$ cat src/rtl/adder_pkg.sv
// Shared types and arithmetic helpers for the pipelined accumulating adder.
// Saturating helpers work on a fixed 64-bit carrier; callers zero-extend and truncate.
package adder_pkg;

  localparam int unsigned MAX_W = 64;

  typedef enum logic {
    IDLE = 1'b0,
    OPEN = 1'b1
  } acc_state_e;

  function automatic int unsigned sum_w(input int unsigned width, input int unsigned lanes);
    return width + $clog2(lanes);
  endfunction

  // All-ones value of a w-bit field, held in the widened carrier.
  function automatic logic [MAX_W:0] sat_limit(input int unsigned w);
    logic [MAX_W:0] one;
    one = {{MAX_W{1'b0}}, 1'b1};
    return (one << w) - one;
  endfunction

  function automatic logic sat_clamp(input logic [MAX_W-1:0] a, input logic [MAX_W-1:0] b,
                                     input int unsigned w);
    logic [MAX_W:0] t;
    t = {1'b0, a} + {1'b0, b};
    return t > sat_limit(w);
  endfunction

  function automatic logic [MAX_W:0] sat_add(input logic [MAX_W-1:0] a, input logic [MAX_W-1:0] b,
                                             input int unsigned w);
    logic [MAX_W:0] t;
    logic [MAX_W:0] lim;
    t   = {1'b0, a} + {1'b0, b};
    lim = sat_limit(w);
    return (t > lim) ? lim : t;
  endfunction

endpackage

$ cat src/rtl/adder_tree_level.sv
// One registered level of the adder tree: PAIRS pairwise adds, each one bit wider
// than its operands, with a valid bit and a 2-bit sideband that travel alongside.
module adder_tree_level #(
  parameter int unsigned IN_W  = 8,
  parameter int unsigned PAIRS = 2
) (
  input  logic                       clk,
  input  logic                       rst,
  input  logic                       en,
  input  logic                       in_valid,
  input  logic [1:0]                 in_tag,
  input  logic [2*PAIRS*IN_W-1:0]    in_data,
  output logic                       out_valid,
  output logic [1:0]                 out_tag,
  output logic [PAIRS*(IN_W+1)-1:0]  out_data
);

  localparam int unsigned OW = IN_W + 1;

  logic [PAIRS*OW-1:0] sums;

  always_comb begin
    sums = '0;
    for (int unsigned p = 0; p < PAIRS; p++) begin
      sums[p*OW +: OW] = OW'(in_data[2*p*IN_W +: IN_W]) + OW'(in_data[(2*p+1)*IN_W +: IN_W]);
    end
  end

  always_ff @(posedge clk or negedge rst) begin
    if (!rst) begin
      out_valid <= 1'b0;
      out_tag   <= '0;
      out_data  <= '0;
    end else if (en) begin
      out_valid <= in_valid;
      out_tag   <= in_tag;
      out_data  <= sums;
    end
  end

endmodule

$ cat src/rtl/pipelined_accumulating_adder.sv
// Pipelined LANES-operand adder with optional frame accumulation and saturation,
// valid/ready on both sides; the whole pipeline advances only when the output can move.
module pipelined_accumulating_adder
  import adder_pkg::*;
#(
  parameter int unsigned WIDTH = 8,
  parameter int unsigned LANES = 4,
  parameter int unsigned ACC_W = WIDTH + $clog2(LANES) + 8
) (
  input  logic                   clk,
  input  logic                   rst,
  input  logic                   in_valid,
  output logic                   in_ready,
  input  logic [LANES*WIDTH-1:0] in_data,
  input  logic                   in_last,
  input  logic                   acc_mode,
  output logic                   out_valid,
  input  logic                   out_ready,
  output logic [ACC_W-1:0]       out_sum,
  output logic                   out_sat
);

  localparam int unsigned LEVELS = $clog2(LANES);
  localparam int unsigned SUM_W  = sum_w(WIDTH, LANES);

  logic adv;

  assign in_ready = !(out_valid && !out_ready);
  assign adv      = in_ready;

  for (genvar i = 0; i < LEVELS; i++) begin : g_lvl
    localparam int unsigned IW = WIDTH + i;
    localparam int unsigned NP = LANES >> (i + 1);

    logic                 v;
    logic [1:0]           tag;
    logic [NP*(IW+1)-1:0] d;

    if (i == 0) begin : g_head
      adder_tree_level #(.IN_W(IW), .PAIRS(NP)) u_level (
        .clk      (clk),
        .rst      (rst),
        .en       (adv),
        .in_valid (in_valid),
        .in_tag   ({in_last, acc_mode}),
        .in_data  (in_data),
        .out_valid(v),
        .out_tag  (tag),
        .out_data (d)
      );
    end else begin : g_body
      adder_tree_level #(.IN_W(IW), .PAIRS(NP)) u_level (
        .clk      (clk),
        .rst      (rst),
        .en       (adv),
        .in_valid (g_lvl[i-1].v),
        .in_tag   (g_lvl[i-1].tag),
        .in_data  (g_lvl[i-1].d),
        .out_valid(v),
        .out_tag  (tag),
        .out_data (d)
      );
    end
  end

  logic             tail_v;
  logic             tail_last;
  logic             tail_mode;
  logic [SUM_W-1:0] tail_sum;

  assign tail_v                 = g_lvl[LEVELS-1].v;
  assign {tail_last, tail_mode} = g_lvl[LEVELS-1].tag;
  assign tail_sum               = g_lvl[LEVELS-1].d;

  acc_state_e       state_q, state_d;
  logic [ACC_W-1:0] acc_q, acc_d;
  logic [ACC_W-1:0] base;
  logic [ACC_W-1:0] t_val;
  logic             sat_q, sat_d;
  logic             clamp;
  logic             close_beat;

  // A beat with acc_mode=0 closes any open frame, so the partial total is always the base.
  always_comb begin
    base       = (state_q == OPEN) ? acc_q : '0;
    t_val      = ACC_W'(sat_add(MAX_W'(base), MAX_W'(tail_sum), ACC_W));
    clamp      = sat_clamp(MAX_W'(base), MAX_W'(tail_sum), ACC_W);
    close_beat = 1'b0;
    state_d    = state_q;
    acc_d      = acc_q;
    sat_d      = sat_q;
    if (adv && tail_v) begin
      if (tail_mode && !tail_last) begin
        state_d = OPEN;
        acc_d   = t_val;
        sat_d   = sat_q | clamp;
      end else begin
        close_beat = 1'b1;
        state_d    = IDLE;
        acc_d      = '0;
        sat_d      = 1'b0;
      end
    end
  end

  always_ff @(posedge clk or negedge rst) begin
    if (!rst) begin
      state_q <= IDLE;
      acc_q   <= '0;
      sat_q   <= 1'b0;
    end else begin
      state_q <= state_d;
      acc_q   <= acc_d;
      sat_q   <= sat_d;
    end
  end

  always_ff @(posedge clk or negedge rst) begin
    if (!rst) begin
      out_valid <= 1'b0;
      out_sum   <= '0;
      out_sat   <= 1'b0;
    end else if (adv) begin
      out_valid <= close_beat;
      if (close_beat) begin
        out_sum <= t_val;
        out_sat <= (state_q == OPEN) ? (sat_q | clamp) : clamp;
      end
    end
  end

endmodule

$ cat config.mk
export PLATFORM = sky130hd
export DESIGN_NAME = pipelined_accumulating_adder
export DESIGN_NICKNAME = d
export VERILOG_FILES = /design/src/rtl/adder_pkg.sv /design/src/rtl/adder_tree_level.sv /design/src/rtl/pipelined_accumulating_adder.sv
export SDC_FILE = /design/constraint.sdc
export NUM_CORES = 1
export LEC_CHECK = 0
export BUFFER_PORTS_ARGS = -buffer_cell sky130_fd_sc_hd__buf_2
export CORE_MARGIN = 5
export CORE_UTILIZATION = 60
export CTS_BUF_LIST = sky130_fd_sc_hd__clkbuf_8 sky130_fd_sc_hd__clkbuf_16
export DETAILED_ROUTE_END_ITERATION = 10
export PLACE_DENSITY_LB_ADDON = 0.25
export SLEW_MARGIN = 20
export SYNTH_ARGS = -nofsm -noshare
export SYNTH_HDL_FRONTEND = slang
export SYNTH_SLANG_ARGS = --single-unit
$ cat constraint.sdc
create_clock -name clk -period 6.1 [get_ports clk]
set_input_delay 0.305 -clock clk [delete_from_list [all_inputs] [get_ports clk]]
set_output_delay 0.305 -clock clk [all_outputs]
set_load 0.03 [all_outputs]
## Word-level counts from Yosys, hierarchy flattened

Index checks and enable logic that the tools add are counted.

| word-level totals | value |
|---|---|
| output and inout bits | 21 |
| RAM bits | 0 |
| memories kept | 0 |
| bits in registers | 74 |
| memory bits (read-only) | 0 |
| bits in latches | 0 |
| logic and storage cells | 34 |
| bits of input ports | 38 |

| cells by class | value |
|---|---|
| order comparisons | 1 |
| reduce and logical (&&, ||, !) cells | 7 |
| multiply operators | 0 |
| shifts and indexed selects | 0 |
| add/subtract/negate cells | 4 |
| equality and inequality tests | 0 |
| bitwise logic cells | 2 |
| divide/modulo/power cells | 0 |
| muxes and demuxes | 8 |

Operator list:

| operator | number |
|---|---|
| $mux 18 | 3 |
| $add 18x10->19 | 1 |
| $gt 19x18->1 const B | 1 |
| $add 8x8->9 | 2 |
| $add 9x9->10 | 1 |
| $mux 1 | 5 |
| $logic_and 1x1->1 | 3 |
| $logic_not 1->1 | 3 |
| $reduce_and 2->1 | 1 |
| $not 1->1 | 1 |
| $or 1x1->1 | 1 |

## Longest topological paths before layout

| logic depth | value |
|---|---|
| word-level depth | 6 |
| gate-level depth with buffers | 13 |
| gate-level depth less buffers | 10 |

## Modules after synthesis

From an unflattened synthesis, not the netlist that was laid out.

| unflattened totals | value |
|---|---|
| cell total of the unflattened synthesis | 517 |
| area, all modules | 4840.9 um2 |

Modules (own cells, without submodules):

| module | area each (um2) | seq. area each (um2) | cells each | times used |
|---|---|---|---|---|
| pipelined_accumulating_adder | 2393.5 | 1001.0 | 270 | 1 |
| adder_tree_level (g_lvl[0].g_head.u_level) | 1522.7 | 525.5 | 155 | 1 |
| adder_tree_level (g_lvl[1].g_body.u_level) | 924.6 | 325.3 | 92 | 1 |

## Worst setup path after synthesis

Ideal clock, no wire load.

| path | value |
|---|---|
| path type | flip-flop to flip-flop |
| from | register state_q |
| to | register out_sum[12] |
| data required time | 6018 ps |
| data arrival time | 2750 ps |
| clock period less this slack | 2831 ps |
| cell stages (with the launch flop) | 13 |
| slack | 3269 ps |
| library setup time | 82 ps |
| path buffers | 2 |
| path through | dfrtp_1 > clkbuf_1 > clkbuf_1 > and2_1 > ha_1 > inv_1 > fa_1 > nand2b_1 > a21oi_2 > o21ai_2 > a21oi_1 > mux2_2 > a31oi_1 |

| on the way | value |
|---|---|
| cells in the longest elaborated chain, start to end | 4 |

RTL lines:

| item | RTL line | source |
|---|---|---|
| start, declared | pipelined_accumulating_adder.sv:75 | `acc_state_e state_q, state_d;` |
| start signal, assigned | pipelined_accumulating_adder.sv:112 | `state_q <= state_d;` |
| $mux 18 (*) | pipelined_accumulating_adder.sv:85 | `base = (state_q == OPEN) ? acc_q : '0;` |
| $add 18x10->19 (*) | adder_pkg.sv:34 | `t = {1'b0, a} + {1'b0, b};` |
| $gt 19x18->1 | adder_pkg.sv:36 | `return (t > lim) ? lim : t;` |
| $mux 18 (*) | adder_pkg.sv:36 |  |
| end signal, assigned | pipelined_accumulating_adder.sv:126 | `out_sum <= t_val;` |
| end, declared | pipelined_accumulating_adder.sv:19 | `output logic [ACC_W-1:0] out_sum,` |

Mark *: on every way between the ends. The rest lies on a longest branch, timed or not.
A chain may end at the register's enable or synchronous reset.

## Worst setup path after layout

| path | value |
|---|---|
| from | register out_valid |
| to | register acc_q[11] |

| on the way | value |
|---|---|
| cells in the longest elaborated chain, start to end | 3 |

RTL lines:

| item | RTL line | source |
|---|---|---|
| start, declared | pipelined_accumulating_adder.sv:17 | `output logic out_valid,` |
| start signal, assigned | pipelined_accumulating_adder.sv:124 | `out_valid <= close_beat;` |
| $logic_and 1x1->1 | pipelined_accumulating_adder.sv:28 | `assign in_ready = !(out_valid && !out_ready);` |
| $logic_not 1->1 | pipelined_accumulating_adder.sv:28 |  |
| $logic_and 1x1->1 | pipelined_accumulating_adder.sv:92 | `if (adv && tail_v) begin` |
| end signal, assigned | pipelined_accumulating_adder.sv:109 | `acc_q <= '0;` |
| end signal, assigned | pipelined_accumulating_adder.sv:113 | `acc_q <= acc_d;` |
| end, declared | pipelined_accumulating_adder.sv:76 | `logic [ACC_W-1:0] acc_q, acc_d;` |

No other way between the ends.

==> impl_metrics.env <==
export IMPL_vias_per_cell=5.681
export IMPL_synth_fp_nets=585
export IMPL_worst_path_buf_inv=2
export IMPL_worstReg2RegEnd="acc_q[11]"
export IMPL_avgSynthCellArea_um2=8.997
export IMPL_synthCells=508
export IMPL_cp_arrival_ps=3380
export IMPL_reg2reg_depth=8
export IMPL_postPlaceCellArea_um2=4900
export IMPL_coreArea_um2=7331
export IMPL_fin_worst_skew_ps=12.52
export IMPL_hold_end="g_lvl[0].g_head.u_level.out_tag[1]"
export IMPL_finalSetupViolCount=0
export IMPL_critPathSlowestCell="nand2_1"
export IMPL_timing_hold_worst_start="in_last"
export IMPL_timing_rr_start="out_valid"
export IMPL_drt_wirelength_per_cell_um=14.96
export IMPL_required_ps=6360
export IMPL_hold_viol_final=0
export IMPL_rsz0062_at_grt="false"
export IMPL_ctsResizeCount=0
export IMPL_fin_nets=636
export IMPL_timing_hold_ws_ps=141.8
export IMPL_drcViolationCount=0
export IMPL_synth_cell_types=55
export IMPL_design_die_area_um2=9463
export IMPL_die_w_um=97.28
export IMPL_yosysSeqAreaShare_pct=40.51
export IMPL_ys_warn_count=0
export IMPL_preCtsSetupSlack_ps=3073
export IMPL_max_stage_delay_ps=600
export IMPL_critPathCaptureType="flip-flop"
export IMPL_drt_iter0_markers=152
export IMPL_crit_path_start_kind="flip-flop"
export IMPL_max_slew_margin_rel_pct=39.61
export IMPL_finalMaxSlewViolations=0
export IMPL_max_freq_mhz=320.7
export IMPL_antenna_found_initial=0
export IMPL_grt_usage_pct=22.19
export IMPL_start_util_pct=62.35
export IMPL_crit_top_cell="nand2_1"
export IMPL_hold_path_cell_count=3
export IMPL_maxCapViolations=0
export IMPL_path_class="flip-flop to flip-flop"
export IMPL_peakVddDrop_mv=0.1634
export IMPL_hpwlAfterDp_mm=7.121
export IMPL_worst_pin_slew_ps=905.8
export IMPL_post_route_cells_drive_above_1_share_pct=16.87
export IMPL_htreeDepth=3
export IMPL_die_height_um=97.28
export IMPL_ctsHoldBuffers=0
export IMPL_met3_usage_pct=4.164
export IMPL_hp_class="input port to flip-flop"
export IMPL_vias=3761
export IMPL_r2r_slack_ps=2980
export IMPL_fin_crit_sh_pct=51.11
export IMPL_root_buffer="clkbuf_8"
export IMPL_post_route_util_pct=69.93
export IMPL_grt_overflow=0
export IMPL_clk_pin_slew_ps=80
export IMPL_rows=31
export IMPL_layout_min_cycle_time_ps=3118
export IMPL_numCtsBuffers=9
export IMPL_area_delta_synth_final_pct=12.15
export IMPL_io_buffers=58
export IMPL_insertion_delay_ps=360
export IMPL_synth_edf_count=0
export IMPL_setup_slack_ps=2982
export IMPL_ant_nets=0
export IMPL_drt_total_wl_mm=9.905
export IMPL_fin_tns_setup_ps=0
export IMPL_design_area_um2=5126
export IMPL_status="finished clean"
export IMPL_cts_sinks=74
export IMPL_crit_fanout=45
export IMPL_grt_max_degree=75
export IMPL_cts_buffer_depth=2
export IMPL_grt_pass1_vias=3852
export IMPL_firstDrtPassIters=5
export IMPL_grt_busiest_layer="met2"
export IMPL_p_per_area_nw_per_um2=465.4
export IMPL_ys_ff_latch=74
export IMPL_cts_tree="built"
export IMPL_cts_setup_buffers=0
export IMPL_ys_async_sr_fraction_pct=100.0
export IMPL_p_leak_nw=2.484
export IMPL_cpLargestDelayFamily="simple AND/OR/NAND/NOR gates"
export IMPL_io_pins=59
export IMPL_crit_cells=8
export IMPL_use_met2_pct=38.27
export IMPL_synthFlopType="dfrtp_1"
export IMPL_path_cells="nor2b_2 -> buf_4 -> inv_2 -> nand2_1 -> nor2_2 -> nand2_1 -> o21ai_0 -> o2bb2ai_1"
export IMPL_syn_area_um2=4571
export IMPL_antenna_cells=0
export IMPL_met1_usage_pct=26.92
export IMPL_gp_congestion=0.8945
export IMPL_grt_pass1_wl_mm=17.46
## synth_stat cells, types with 6 or more instances
cell type,instances,share of area (%)
o21ai_0,32,3.5
a21oi_1,42,4.6
buf_2,7,0.77
a21o_1,6,0.99
o21a_1,8,1.3
a31oi_1,10,1.4
inv_1,17,1.4
nor3_1,7,0.77
nor2_1,46,3.8
o21ai_1,8,0.88
nor2b_1,7,0.96
nand2_1,77,6.3
xnor2_1,12,2.3
dfrtp_1,74,41
ha_1,35,9.6
and2_1,12,1.6
nand2b_1,8,1.1
xor2_1,13,2.5
clkbuf_1,10,0.82
## sequential cells by signal, indices dropped and copies added, names as in the netlist
signal and cells:
out_sat 1, g_lvl.g_body.u_level.out_valid 1, acc_q 18, g_lvl.g_body.u_level.out_tag 2
sat_q 1, out_sum 18, state_q 1, g_lvl.g_head.u_level.out_tag 2
out_valid 1, g_lvl.g_head.u_level.out_valid 1, g_lvl.g_head.u_level.out_data 18, g_lvl.g_body.u_level.out_data 10
## power by group
group / leakage [nW] / internal (mW) / switching [mW] / total, mW
combinational: 1.46 / 0.448 / 0.708 / 1.16
sequential: 0.919 / 0.670 / 0.128 / 0.798
clock: 0.108 / 0.250 / 0.181 / 0.431
total: 2.48 / 1.37 / 1.02 / 2.39
## layer usage
layer | vias up | share of wire [%]
met3 | 34 | 4.9
met2 | 107 | 50
li1 | 1877 | -
met5 | - | 0
met4 | 0 | 3.1
met1 | 1743 | 42
## tightest hold or removal path, cell delays in order
cell and delay (ps):
buf_2 80, nand2_1 40, nand2_1 50
## area by class of cell
class | count | area [um2]
multi-input cells | 396 | 2551
fillers | 617 | 2205
flip-flops and latches | 74 | 1852
repair buffers | 60 | 305.3
clock buffers | 11 | 151.4
well taps | 99 | 123.9
clock inverters | 4 | 75.07
inverters | 18 | 67.56
## cells in the final DEF (no fill, tap or decap), types with 2 or more instances in the layout
master	netlist	routed
nand2_1	77	77
dfrtp_1	74	74
buf_2	7	58
nor2_1	46	46
a21oi_1	42	42
ha_1	35	35
o21ai_0	32	32
inv_1	17	17
xor2_1	13	13
and2_1	12	12
xnor2_1	12	12
clkbuf_8	0	11
a31oi_1	10	10
nand2b_1	8	8
o21a_1	8	8
o21ai_1	8	8
nor3_1	7	7
nor2b_1	7	6
a21o_1	6	6
o211ai_1	5	5
nand3_1	5	5
nor3b_1	5	5
o21bai_1	4	4
o2bb2ai_1	4	4
fa_1	4	4
a21oi_2	3	3
nor2_2	3	3
a211oi_1	3	3
a22o_1	3	3
or2_2	3	3
mux2i_1	3	3
o31ai_1	3	3
and4_1	2	2
o211a_1	2	2
nand4_1	2	2
o22a_1	2	2
or3_1	2	2
clkinvlp_4	0	2
bufinv_16	0	2
buf_4	1	2
## stage by stage
stage / power [mW] / std cells
after global placement: 1.909 / 647
after global routing: 2.584 / 662
final: 2.386 / 662
after detailed placement: 1.953 / 647
after floorplan: 1.692 / 508
after CTS: 2.397 / 662
## logic make-up (layout without fill, tap and decap cells)
group                    after synthesis  in the layout  synth area share (%)
XOR/XNOR                              25             25                 4.791
adder cells (fa/ha/maj)               39             39                 11.33
multiplexers                           4              4                0.9034
flip-flops                            74             74                 40.51
buffers and inverters                 38             93                 3.723
AND/OR/NAND/NOR                      183            183                 18.67
AO/OA/AOI/OAI                        145            145                 20.07
## worst max path at each step
stage,from,end,slack (ps)
6_report,out_valid,acc_q[11],2980
5_1_grt,state_q,acc_q[15],2730
4_1_cts,state_q,out_sum[0],3040
3_5_place_dp,state_q,out_sum[0],3070
3_3_place_gp,state_q,acc_q[17],3190
2_1_floorplan,state_q,out_sum[12],3270
(Power assumes the default switching activity.)
